**src/rtl/axis_pkt_sink_pkg.sv**
```systemverilog
`default_nettype none
// ============================================================================
// Module   : axis_pkt_sink_pkg
// Brief    : Shared widths, LFSR constants and FSM encoding for axis_pkt_sink.
// Revision : 1.0
// ============================================================================
package axis_pkt_sink_pkg;

    localparam int          C_DATA_WIDTH  = 256;
    localparam int          C_KEEP_WIDTH  = C_DATA_WIDTH / 8;
    localparam int          C_TUSER_WIDTH = 128;
    localparam logic [15:0] C_LFSR_RESET  = 16'hACE1;
    // Fibonacci taps 16,14,13,11 mapped onto bits 15,13,12,10.
    localparam logic [15:0] C_LFSR_TAPS   = 16'hB400;

    typedef enum logic [0:0] {
        ST_IDLE   = 1'b0,
        ST_IN_PKT = 1'b1
    } pkt_state_t;

    function automatic logic [15:0] sat_add16(input logic [15:0] a, input logic [15:0] b);
        logic [16:0] s;
        s = {1'b0, a} + {1'b0, b};
        return s[16] ? 16'hFFFF : s[15:0];
    endfunction

endpackage
`default_nettype wire

```
**src/rtl/axis_bp_lfsr.sv**
```systemverilog
`default_nettype none
// ============================================================================
// Module   : axis_bp_lfsr
// Brief    : Free-running LFSR producing a registered pseudo-random ready bit.
// Revision : 1.0
// ============================================================================
module axis_bp_lfsr
    import axis_pkt_sink_pkg::*;
#(
    parameter logic [15:0] LFSR_RESET = C_LFSR_RESET
) (
    input  logic        clk,
    input  logic        rst_n,
    input  logic        i_bp_en,
    input  logic [15:0] i_seed,
    input  logic        i_clear,
    output logic        o_ready
);

    logic [15:0] r_lfsr;
    logic        r_started;
    logic        r_ready;
    logic        w_fb;

    assign w_fb    = ^(r_lfsr & C_LFSR_TAPS);
    assign o_ready = r_ready;

    always_ff @(posedge clk or negedge rst_n) begin
        if (!rst_n) begin
            r_lfsr <= LFSR_RESET;
        end else if (i_clear) begin
            // An all-zero state would lock the LFSR, so a zero seed falls back.
            r_lfsr <= (i_seed == 16'h0000) ? LFSR_RESET : i_seed;
        end else begin
            r_lfsr <= {r_lfsr[14:0], w_fb};
        end
    end

    // Ready is held low for the first edge after reset release.
    always_ff @(posedge clk or negedge rst_n) begin
        if (!rst_n) begin
            r_started <= 1'b0;
            r_ready   <= 1'b0;
        end else if (!r_started) begin
            r_started <= 1'b1;
        end else begin
            r_ready   <= i_bp_en ? r_lfsr[0] : 1'b1;
        end
    end

endmodule
`default_nettype wire

```
**src/rtl/axis_pkt_sink.sv**
```systemverilog
`default_nettype none
// ============================================================================
// Module   : axis_pkt_sink
// Brief    : AXI-Stream sink with packet statistics and protocol checking.
// Revision : 1.0
// ============================================================================
module axis_pkt_sink
    import axis_pkt_sink_pkg::*;
#(
    parameter int          C_S_AXIS_DATA_WIDTH  = C_DATA_WIDTH,
    parameter int          C_S_AXIS_TUSER_WIDTH = C_TUSER_WIDTH,
    parameter logic [15:0] LFSR_RESET           = C_LFSR_RESET
) (
    input  logic                              axis_aclk,
    input  logic                              axis_resetn,
    input  logic [C_S_AXIS_DATA_WIDTH-1:0]    s_axis_tdata,
    input  logic [C_S_AXIS_DATA_WIDTH/8-1:0]  s_axis_tkeep,
    input  logic [C_S_AXIS_TUSER_WIDTH-1:0]   s_axis_tuser,
    input  logic                              s_axis_tvalid,
    output logic                              s_axis_tready,
    input  logic                              s_axis_tlast,
    input  logic                              bp_en,
    input  logic [15:0]                       bp_seed,
    input  logic                              clear,
    output logic [31:0]                       pkt_count,
    output logic [31:0]                       beat_count,
    output logic [47:0]                       byte_count,
    output logic [15:0]                       last_len,
    output logic [C_S_AXIS_TUSER_WIDTH-1:0]   last_tuser,
    output logic                              err_keep,
    output logic                              err_stable,
    output logic [15:0]                       err_count
);

    localparam int                  C_KEEP_W   = C_S_AXIS_DATA_WIDTH / 8;
    localparam logic [C_KEEP_W-1:0] C_KEEP_ONE = 1;

    function automatic logic [15:0] f_popcount(input logic [C_KEEP_W-1:0] k);
        logic [15:0] n;
        n = '0;
        for (int i = 0; i < C_KEEP_W; i++) n = n + {15'd0, k[i]};
        return n;
    endfunction

    pkt_state_t                        r_state, w_state_nxt;
    logic [C_S_AXIS_TUSER_WIDTH-1:0]   r_held_tuser;
    logic [15:0]                       r_run_len;
    logic                              r_stalled;
    logic [C_S_AXIS_DATA_WIDTH-1:0]    r_prev_data;
    logic [C_KEEP_W-1:0]               r_prev_keep;
    logic [C_S_AXIS_TUSER_WIDTH-1:0]   r_prev_user;
    logic                              r_prev_last;

    logic        w_hs;
    logic        w_first;
    logic [15:0] w_beat_bytes;
    logic [15:0] w_run_sum;
    logic        w_keep_contig;
    logic        w_keep_viol;
    logic        w_stable_viol;

    axis_bp_lfsr #(
        .LFSR_RESET (LFSR_RESET)
    ) u_bp_lfsr (
        .clk     (axis_aclk),
        .rst_n   (axis_resetn),
        .i_bp_en (bp_en),
        .i_seed  (bp_seed),
        .i_clear (clear),
        .o_ready (s_axis_tready)
    );

    assign w_hs          = s_axis_tvalid & s_axis_tready;
    assign w_first       = (r_state == ST_IDLE);
    assign w_beat_bytes  = f_popcount(s_axis_tkeep);
    assign w_run_sum     = sat_add16(r_run_len, w_beat_bytes);
    // A last-beat keep must be contiguous from bit 0 (2^n-1, n >= 1).
    assign w_keep_contig = ((s_axis_tkeep & (s_axis_tkeep + C_KEEP_ONE)) == '0) &&
                           (s_axis_tkeep != '0);
    assign w_keep_viol   = w_hs & (s_axis_tlast ? !w_keep_contig : !(&s_axis_tkeep));
    assign w_stable_viol = r_stalled & (!s_axis_tvalid ||
                                        (s_axis_tdata != r_prev_data) ||
                                        (s_axis_tkeep != r_prev_keep) ||
                                        (s_axis_tuser != r_prev_user) ||
                                        (s_axis_tlast != r_prev_last));

    always_ff @(posedge axis_aclk or negedge axis_resetn) begin
        if (!axis_resetn) r_state <= ST_IDLE;
        else              r_state <= w_state_nxt;
    end

    always_comb begin
        w_state_nxt = r_state;
        if (clear)     w_state_nxt = ST_IDLE;
        else if (w_hs) w_state_nxt = s_axis_tlast ? ST_IDLE : ST_IN_PKT;
    end

    always_ff @(posedge axis_aclk or negedge axis_resetn) begin
        if (!axis_resetn) begin
            r_stalled   <= 1'b0;
            r_prev_data <= '0;
            r_prev_keep <= '0;
            r_prev_user <= '0;
            r_prev_last <= 1'b0;
        end else begin
            r_stalled   <= s_axis_tvalid & ~s_axis_tready;
            r_prev_data <= s_axis_tdata;
            r_prev_keep <= s_axis_tkeep;
            r_prev_user <= s_axis_tuser;
            r_prev_last <= s_axis_tlast;
        end
    end

    always_ff @(posedge axis_aclk or negedge axis_resetn) begin
        if (!axis_resetn) begin
            pkt_count    <= '0;
            beat_count   <= '0;
            byte_count   <= '0;
            last_len     <= '0;
            last_tuser   <= '0;
            err_keep     <= 1'b0;
            err_stable   <= 1'b0;
            err_count    <= '0;
            r_held_tuser <= '0;
            r_run_len    <= '0;
        end else if (clear) begin
            pkt_count    <= '0;
            beat_count   <= '0;
            byte_count   <= '0;
            last_len     <= '0;
            last_tuser   <= '0;
            err_keep     <= 1'b0;
            err_stable   <= 1'b0;
            err_count    <= '0;
            r_held_tuser <= '0;
            r_run_len    <= '0;
        end else begin
            if (w_hs) begin
                beat_count <= beat_count + 32'd1;
                byte_count <= byte_count + {32'd0, w_beat_bytes};
                if (w_first) begin
                    r_held_tuser <= s_axis_tuser;
                    r_run_len    <= w_beat_bytes;
                end else begin
                    r_run_len    <= w_run_sum;
                end
                if (s_axis_tlast) begin
                    pkt_count  <= pkt_count + 32'd1;
                    last_len   <= w_first ? w_beat_bytes : w_run_sum;
                    last_tuser <= w_first ? s_axis_tuser : r_held_tuser;
                end
            end
            if (w_keep_viol)   err_keep   <= 1'b1;
            if (w_stable_viol) err_stable <= 1'b1;
            if ((w_keep_viol || w_stable_viol) && (err_count != 16'hFFFF))
                err_count <= err_count + 16'd1;
        end
    end

endmodule
`default_nettype wire

```
**config.mk**
```make
export PLATFORM = sky130hd
export DESIGN_NAME = axis_pkt_sink
export DESIGN_NICKNAME = d
export VERILOG_FILES = /design/src/rtl/axis_pkt_sink_pkg.sv /design/src/rtl/axis_bp_lfsr.sv /design/src/rtl/axis_pkt_sink.sv
export SDC_FILE = /design/constraint.sdc
export NUM_CORES = 1
export LEC_CHECK = 0
export BUFFER_PORTS_ARGS = -buffer_cell sky130_fd_sc_hd__buf_2
export CORE_MARGIN = 2
export CORE_UTILIZATION = 35
export CTS_CLUSTER_SIZE = 40
export DETAILED_ROUTE_END_ITERATION = 12
export RECOVER_POWER = 25
export SYNTH_ARGS = -nofsm -noshare
export SYNTH_HDL_FRONTEND = slang
export SYNTH_SLANG_ARGS = --single-unit
```
**constraint.sdc**
```tcl
create_clock -name axis_aclk -period 3 [get_ports axis_aclk]
set_input_delay 0.6 -clock axis_aclk [delete_from_list [all_inputs] [get_ports axis_aclk]]
set_output_delay 0.6 -clock axis_aclk [all_outputs]
set_load 0.01 [all_outputs]
```
==> reports/qor.yml, run 1 <==
run_status:
  status: "complete, but fails checks"
  violations: "max-capacitance violations, max-slew violations, negative setup slack"
grt:
  antenna_found_initial: 104
  grt_use_total_pct: 27.9
  grt_pass1_vias: 33041
  grt_pass1_wl_um: 228000
  grt.overflow.total: 0
  grt_max_degree: 169
detailed_routing:
  post_drt_wl_per_cell_um: 24.7
  via_count: 32968
  drt_wl_total_um: 158000
  postRouteAntennaNets: 0
  vias_per_cell: 5.17
  drt_pass1_iterations: 8
  drt_iter0_markers: 2414
  drc: 0
cts:
  cts.root.buffer_cell: "clkbuf_16"
  numCtsBuffers: 95
  clk_path_buf_depth: 3
  clk_pin_slew_ps: 60
  cts_tree: "built"
  htree_num_levels: 3
  cts_num_sinks: 855
  clk_latency_ps: 710
synthesis:
  synth.area.top_cells: "dfrtp_1 (56%), xnor2_1 (3.7%), nand2_1 (3.5%)"
  synthesis.area_mm2: 0.0382
  synth_common_cells: "dfrtp_1 (847), nand2_1 (358), nor2_1 (283)"
  synth_edf_count: 0
  synth_top_area_share_pct: 55.5
  syn_area_per_cell_um2: 10.8
  synthCells: 3531
  synth-main-ff-cell: "dfrtp_1"
  synth_nets: 4021
  yosysTopAreaCell: "dfrtp_1"
  ys_warn_count: 0
  async_flop_share_pct: 100
  yosysMostFrequentCell: "dfrtp_1"
  ys_seq_area_share_pct: 56.1
  synth-seq-cells: 855
  synth_cell_types: 88
finish:
  drive_gt1_share_pct: 24.7
  final_cells: 6375
  nNetsFinal: 5314
  nFillCells: 10212
  syn_to_final_growth_pct: 37.7
timing:
  fmax_mhz: 166
  worstMarginPinSlew_ps: 2280
  setup_viol: 97
  layout_setup_ws_ps: -3020
  finalMaxSlewViolations: 45
  rsz0062_at_grt: "yes"
  clock_skew_ps: 40.3
  finalCritPeriodShare_pct: 201
  min_period_ps: 6020
  relSlewSlack_pct: -51.9
  hold_viol: 0
die:
  die-area_mm2: 0.112
  die_width_um: 334
  core_area_mm2: 0.109
  ios: 713
  initial_core_util_pct: 35.2
  fp-row-count: 121
  die_h_um: 334
worst_setup_path:
  worstPathRequired_ps: 3600
  cp-start-kind: "primary input"
  crit_path_start: "s_axis_tkeep[21]"
  path_max_fanout: 6
  crit_type: "primary input to register"
  endpoint_kind: "register"
  regToRegStartpoint: "r_prev_data[42]"
  arrival_ps: 6620
job:
  drv_cap: 1
pwr:
  power.leakage_uw: 0.0234
  peakVddDrop_mv: 0.888
  p_per_area_mw_per_mm2: 726
place:
  post-place-ws_ps: -3930
  gp_congestion: 0.963
  dp_cells: 5954
  hpwl_um: 122000
  portBuffers: 712
min_path:
  min_path_type: "primary input to register"
  hp-start: "s_axis_tdata[152]"
metal layers:
| layer | GRT usage [%] | vias to the layer above | part of all wire, % |
|---|---|---|---|
| li1 | - | 14928 | - |
| met1 | 35.0 | 16413 | 40 |
| met2 | 43.9 | 1181 | 46 |
| met3 | 9.25 | 362 | 9.2 |
| met4 | 11.6 | 84 | 4.8 |
| met5 | 0 | - | 0.33 |
stage by stage:
step	hold slack, ps	TNS (ps)	utilization (%)	instance area, um2	power, uW
2_1_floorplan	304	-240460	-	38400	18100
3_3_place_gp	453	-299680	43.3	47000	22600
3_5_place_dp	460	-301890	43.3	47000	22900
4_1_cts	0.0427	-218890	48.6	52700	37300
5_1_grt	29.1	-241930	48.4	52500	40000
6_report	57.4	-228640	48.4	52600	38200
sequential cells by signal, summed over array words and instances (netlist names), 16 cells and up:
signal	flops
r_prev_keep	32
beat_count	32
r_held_tuser	128
last_len	16
r_run_len	16
r_prev_user	128
err_count	16
u_bp_lfsr.r_lfsr	16
byte_count	48
r_prev_data	256
pkt_count	32
last_tuser	128
power breakdown:
part           switching, uW  internal (uW)
logic                   6410           6600
registers                405          12200
clock network           5180           7380
path summary, 6_finish.rpt:
| kind | cells after the start | slack, ps | to |
|---|---|---|---|
| worst min-delay path | 1 | 60 | r_prev_data[152] |
| worst max-delay path | 21 | -3020 | byte_count[44] |
| min in group asynchronous | 2 | 1140 | r_prev_user[119] |
| worst max register to register | 10 | -150 | err_count[15] |
| max in group asynchronous | 4 | 480 | r_held_tuser[47] |
| worst min register to register | 1 | 470 | u_bp_lfsr.r_lfsr[15] |
cell type report:
type,instances,area [um2],area share [%]
inverters,183,699,1.33
repair buffers,1346,8570,16.3
flip-flops and latches,855,21400,40.7
clock inverters,39,601,1.14
diodes,59,148,0.281
clock buffers,136,2750,5.24
multi-input cells,2343,16600,31.6
well taps,1414,1770,3.37
critical path, cell delays in order:
cell       delay [ps]
buf_6             100
fa_1              520
inv_1              50
fa_2              550
fa_2              450
fa_1              540
fa_1              430
fa_1              500
inv_2              50
ha_4              150
inv_2              50
fa_2              470
fa_2              380
nand3b_1          250
a21boi_4          180
o21ai_2            80
a2111oi_4         310
nand3_1           150
or2_4             270
or3_1             360
a21oi_1           150
what timing repair did:
action	CTS	global route
hold buffers	160	0
pin swaps	73	89
endpoints found under the hold margin	197	0
setup endpoints to repair	97	97
setup buffers	20	16
gates resized for setup	126	99
cloned	3	0
layout by cell type (no fill, tap or decap), types with 15 or more instances in the layout:
master         instances
ha_1                  19
nand2b_1              96
diode_2               59
a21oi_1              160
clkbuf_8              20
nor2b_1              142
a2111o_1              17
nand4_1               87
o22ai_1               33
clkbuf_4              26
dfrtp_1              846
and4_1                16
nand2_1              357
fa_1                  16
nand3_1               67
o21ai_0               18
clkbuf_16             96
nor4_1                57
o2111ai_1             26
clkbuf_1             398
or3_1                 17
buf_2                448
xor2_1               144
dlygate4sd3_1        158
mux2i_1              130
nor2_1               273
and3_1                24
inv_1                162
nor3_1                16
buf_12                37
xnor2_2               16
buf_6                 21
xnor2_1              147
a2111oi_0             27
inv_2                 17
a21oi_2               15
a211oi_1             128
buf_4                270
mux2_2                16
cell families after synthesis:
kind of cell	share of synthesized area, %
XOR/XNOR	7.04
adder cells (fa/ha/maj)	2.22
multiplexers	4.22
other	0.00983
flip-flops	56.1
AO/OA/AOI/OAI	10.5
buffers and inverters	3.42
AND/OR/NAND/NOR	16.5
(Power assumes the default switching activity.)
==> run 2: changes to the inputs <==
--- a/config.mk
+++ b/config.mk
@@ -6,10 +6,14 @@
 export NUM_CORES = 1
 export LEC_CHECK = 0
 export BUFFER_PORTS_ARGS = -buffer_cell sky130_fd_sc_hd__buf_2
+export CELL_PAD_IN_SITES_DETAIL_PLACEMENT = 0
+export CELL_PAD_IN_SITES_GLOBAL_PLACEMENT = 1
 export CORE_MARGIN = 2
 export CORE_UTILIZATION = 35
+export CTS_BUF_LIST = sky130_fd_sc_hd__clkbuf_16
 export CTS_CLUSTER_SIZE = 40
 export DETAILED_ROUTE_END_ITERATION = 12
+export PLACE_DENSITY_LB_ADDON = 0.1
 export RECOVER_POWER = 25
 export SYNTH_ARGS = -nofsm -noshare
 export SYNTH_HDL_FRONTEND = slang
==> reports/qor.yml, run 2 (synthesis gave the netlist of run 1 again) <==
run_status:
  status: "complete, but fails checks"
  violations: "max-capacitance violations, max-slew violations, negative setup slack"
place:
  dp_cells: 6003
  post-place-ws_ps: -3930
  gp_congestion: 0.909
  hpwl_um: 122000
  portBuffers: 712
detailed_routing:
  postRouteAntennaNets: 0
  drt_wl_total_um: 155000
  drt_pass1_iterations: 5
  drc: 0
  vias_per_cell: 5.04
  drt_iter0_markers: 1941
  post_drt_wl_per_cell_um: 24.6
  via_count: 31651
grt:
  met2_usage_pct: 46.4
  grt_max_degree: 149
  grt.busiest_layer: "met2"
  grt.overflow.total: 0
  grt_pass1_wl_um: 223000
  grt_pass1_vias: 31629
  grtUsageMet1_pct: 34.9
  antenna_found_initial: 91
  grtUsageMet3_pct: 7.15
  grt_use_total_pct: 27.4
pwr:
  power.leakage_uw: 0.0231
  p_per_area_mw_per_mm2: 724
  peakVddDrop_mv: 0.930
worst_setup_path:
  rrSetupSlack_ps: -180
  worstPathRequired_ps: 3570
  cp_slowest_cell: "fa_1"
  cp.depth: 28
  reg2reg_depth: 10
  path_delay_family: "adder cells"
  worst_r2r_endpoint: "err_count[0]"
  path_common_cell: "fa_1"
  cp-start-kind: "primary input"
  endpoint_kind: "register"
  slowest_delay_ps: 550
  regToRegStartpoint: "r_prev_data[108]"
  arrival_ps: 6700
  path_buf_inv: 11
  crit_path_start: "s_axis_tkeep[25]"
  cp-endpoint: "byte_count[43]"
  path_max_fanout: 4
  crit_type: "primary input to register"
finish:
  layout_commonest_cell: "dfrtp_1"
  registers.top_by_ff_count: "r_prev_data"
  syn_to_final_growth_pct: 34.3
  final_cell_mix: "dfrtp_1 (846), buf_2 (457), clkbuf_1 (370)"
  nFillCells: 10548
  drive_gt1_share_pct: 24.9
  largest_register_ffs: 256
  nNetsFinal: 5248
  final_cells: 6277
timing:
  relSlewSlack_pct: -26.9
  clock_skew_ps: 29.3
  worstMarginPinSlew_ps: 1900
  fin_hold_ws_ps: 49.0
  rsz0062_at_grt: "yes"
  min_period_ps: 6140
  fmax_mhz: 163
  finalMaxSlewViolations: 45
  fin_setup_tns_ps: -229650
  layout_setup_ws_ps: -3140
  hold_viol: 0
  setup_viol: 97
  finalCritPeriodShare_pct: 205
job:
  drv_cap: 1
die:
  die_width_um: 334
  initial_core_util_pct: 35.2
  die_h_um: 334
  fp-row-count: 121
  ios: 713
  core_area_mm2: 0.109
  die-area_mm2: 0.112
cts:
  cts.root.buffer_cell: "clkbuf_16"
  clk_latency_ps: 690
  clk_pin_slew_ps: 60
  numCtsBuffers: 101
  clk_path_buf_depth: 3
  cts_tree: "built"
  cts_num_sinks: 855
  htree_num_levels: 3
min_path:
  min_path_type: "primary input to register"
run 2: final cells by class:
cell class | instances | area, um2 | area share, %
clock inverter | 81 | 619 | 1.21
antenna | 25 | 62.6 | 0.122
tap | 1414 | 1770 | 3.45
timing repair buffer | 1274 | 7740 | 15.1
inverter | 183 | 692 | 1.35
clock buffer | 102 | 2550 | 4.98
sequential | 855 | 21400 | 41.8
multi-input combinational | 2343 | 16400 | 32.0
run 2: how the worst min path moves through the flow:
stage / startpoint / endpoint / cells past startpoint
global route: s_axis_tdata[130] / r_prev_data[130] / 1
floorplan: axis_resetn / beat_count[0] / 0
CTS: s_axis_tdata[75] / r_prev_data[75] / 1
detailed placement: last_len[6] / last_len[6] / 2
finish: s_axis_tdata[145] / r_prev_data[145] / 1
global placement: u_bp_lfsr.r_lfsr[9] / u_bp_lfsr.r_lfsr[10] / 1
run 2: stage by stage:
step	instance area, um2	util (%)	power (uW)
global route	51200	47.2	39000
detailed placement	47400	43.7	22700
global placement	47400	43.7	22600
floorplan	38400	-	18100
CTS	51600	47.5	35700
finish	51200	47.2	37100
run 2: worst reg2reg max path, cell delays in order (launching register included):
cell and delay, ps:
dfrtp_1 370, nor2b_1 140, a2111o_1 450, nor4_1 230, nand4_1 260, or4_4 560, nor4_4 270, buf_6 180
buf_12 170, o31ai_4 120, mux2_2 290
run 2: where the power goes:
part / leakage [uW] / switching (uW) / internal, uW
clock network: 0.00162 / 5160 / 6830
logic: 0.0107 / 6070 / 6440
registers: 0.0108 / 391 / 12200
run 2: repair_timing:
item,CTS,global route
setup endpoints to repair,97,97
pin swaps,44,21
hold buffers,44,0
resized for setup,100,72
hold endpoints to repair,80,0
setup buffers,12,13
cloned,1,0
run 2: per-layer routing:
metal,vias up,part of all wire [%]
met4,82,2.1
li1,14790,-
met1,15620,42
met2,883,49
met3,276,6.8
met5,-,0.35
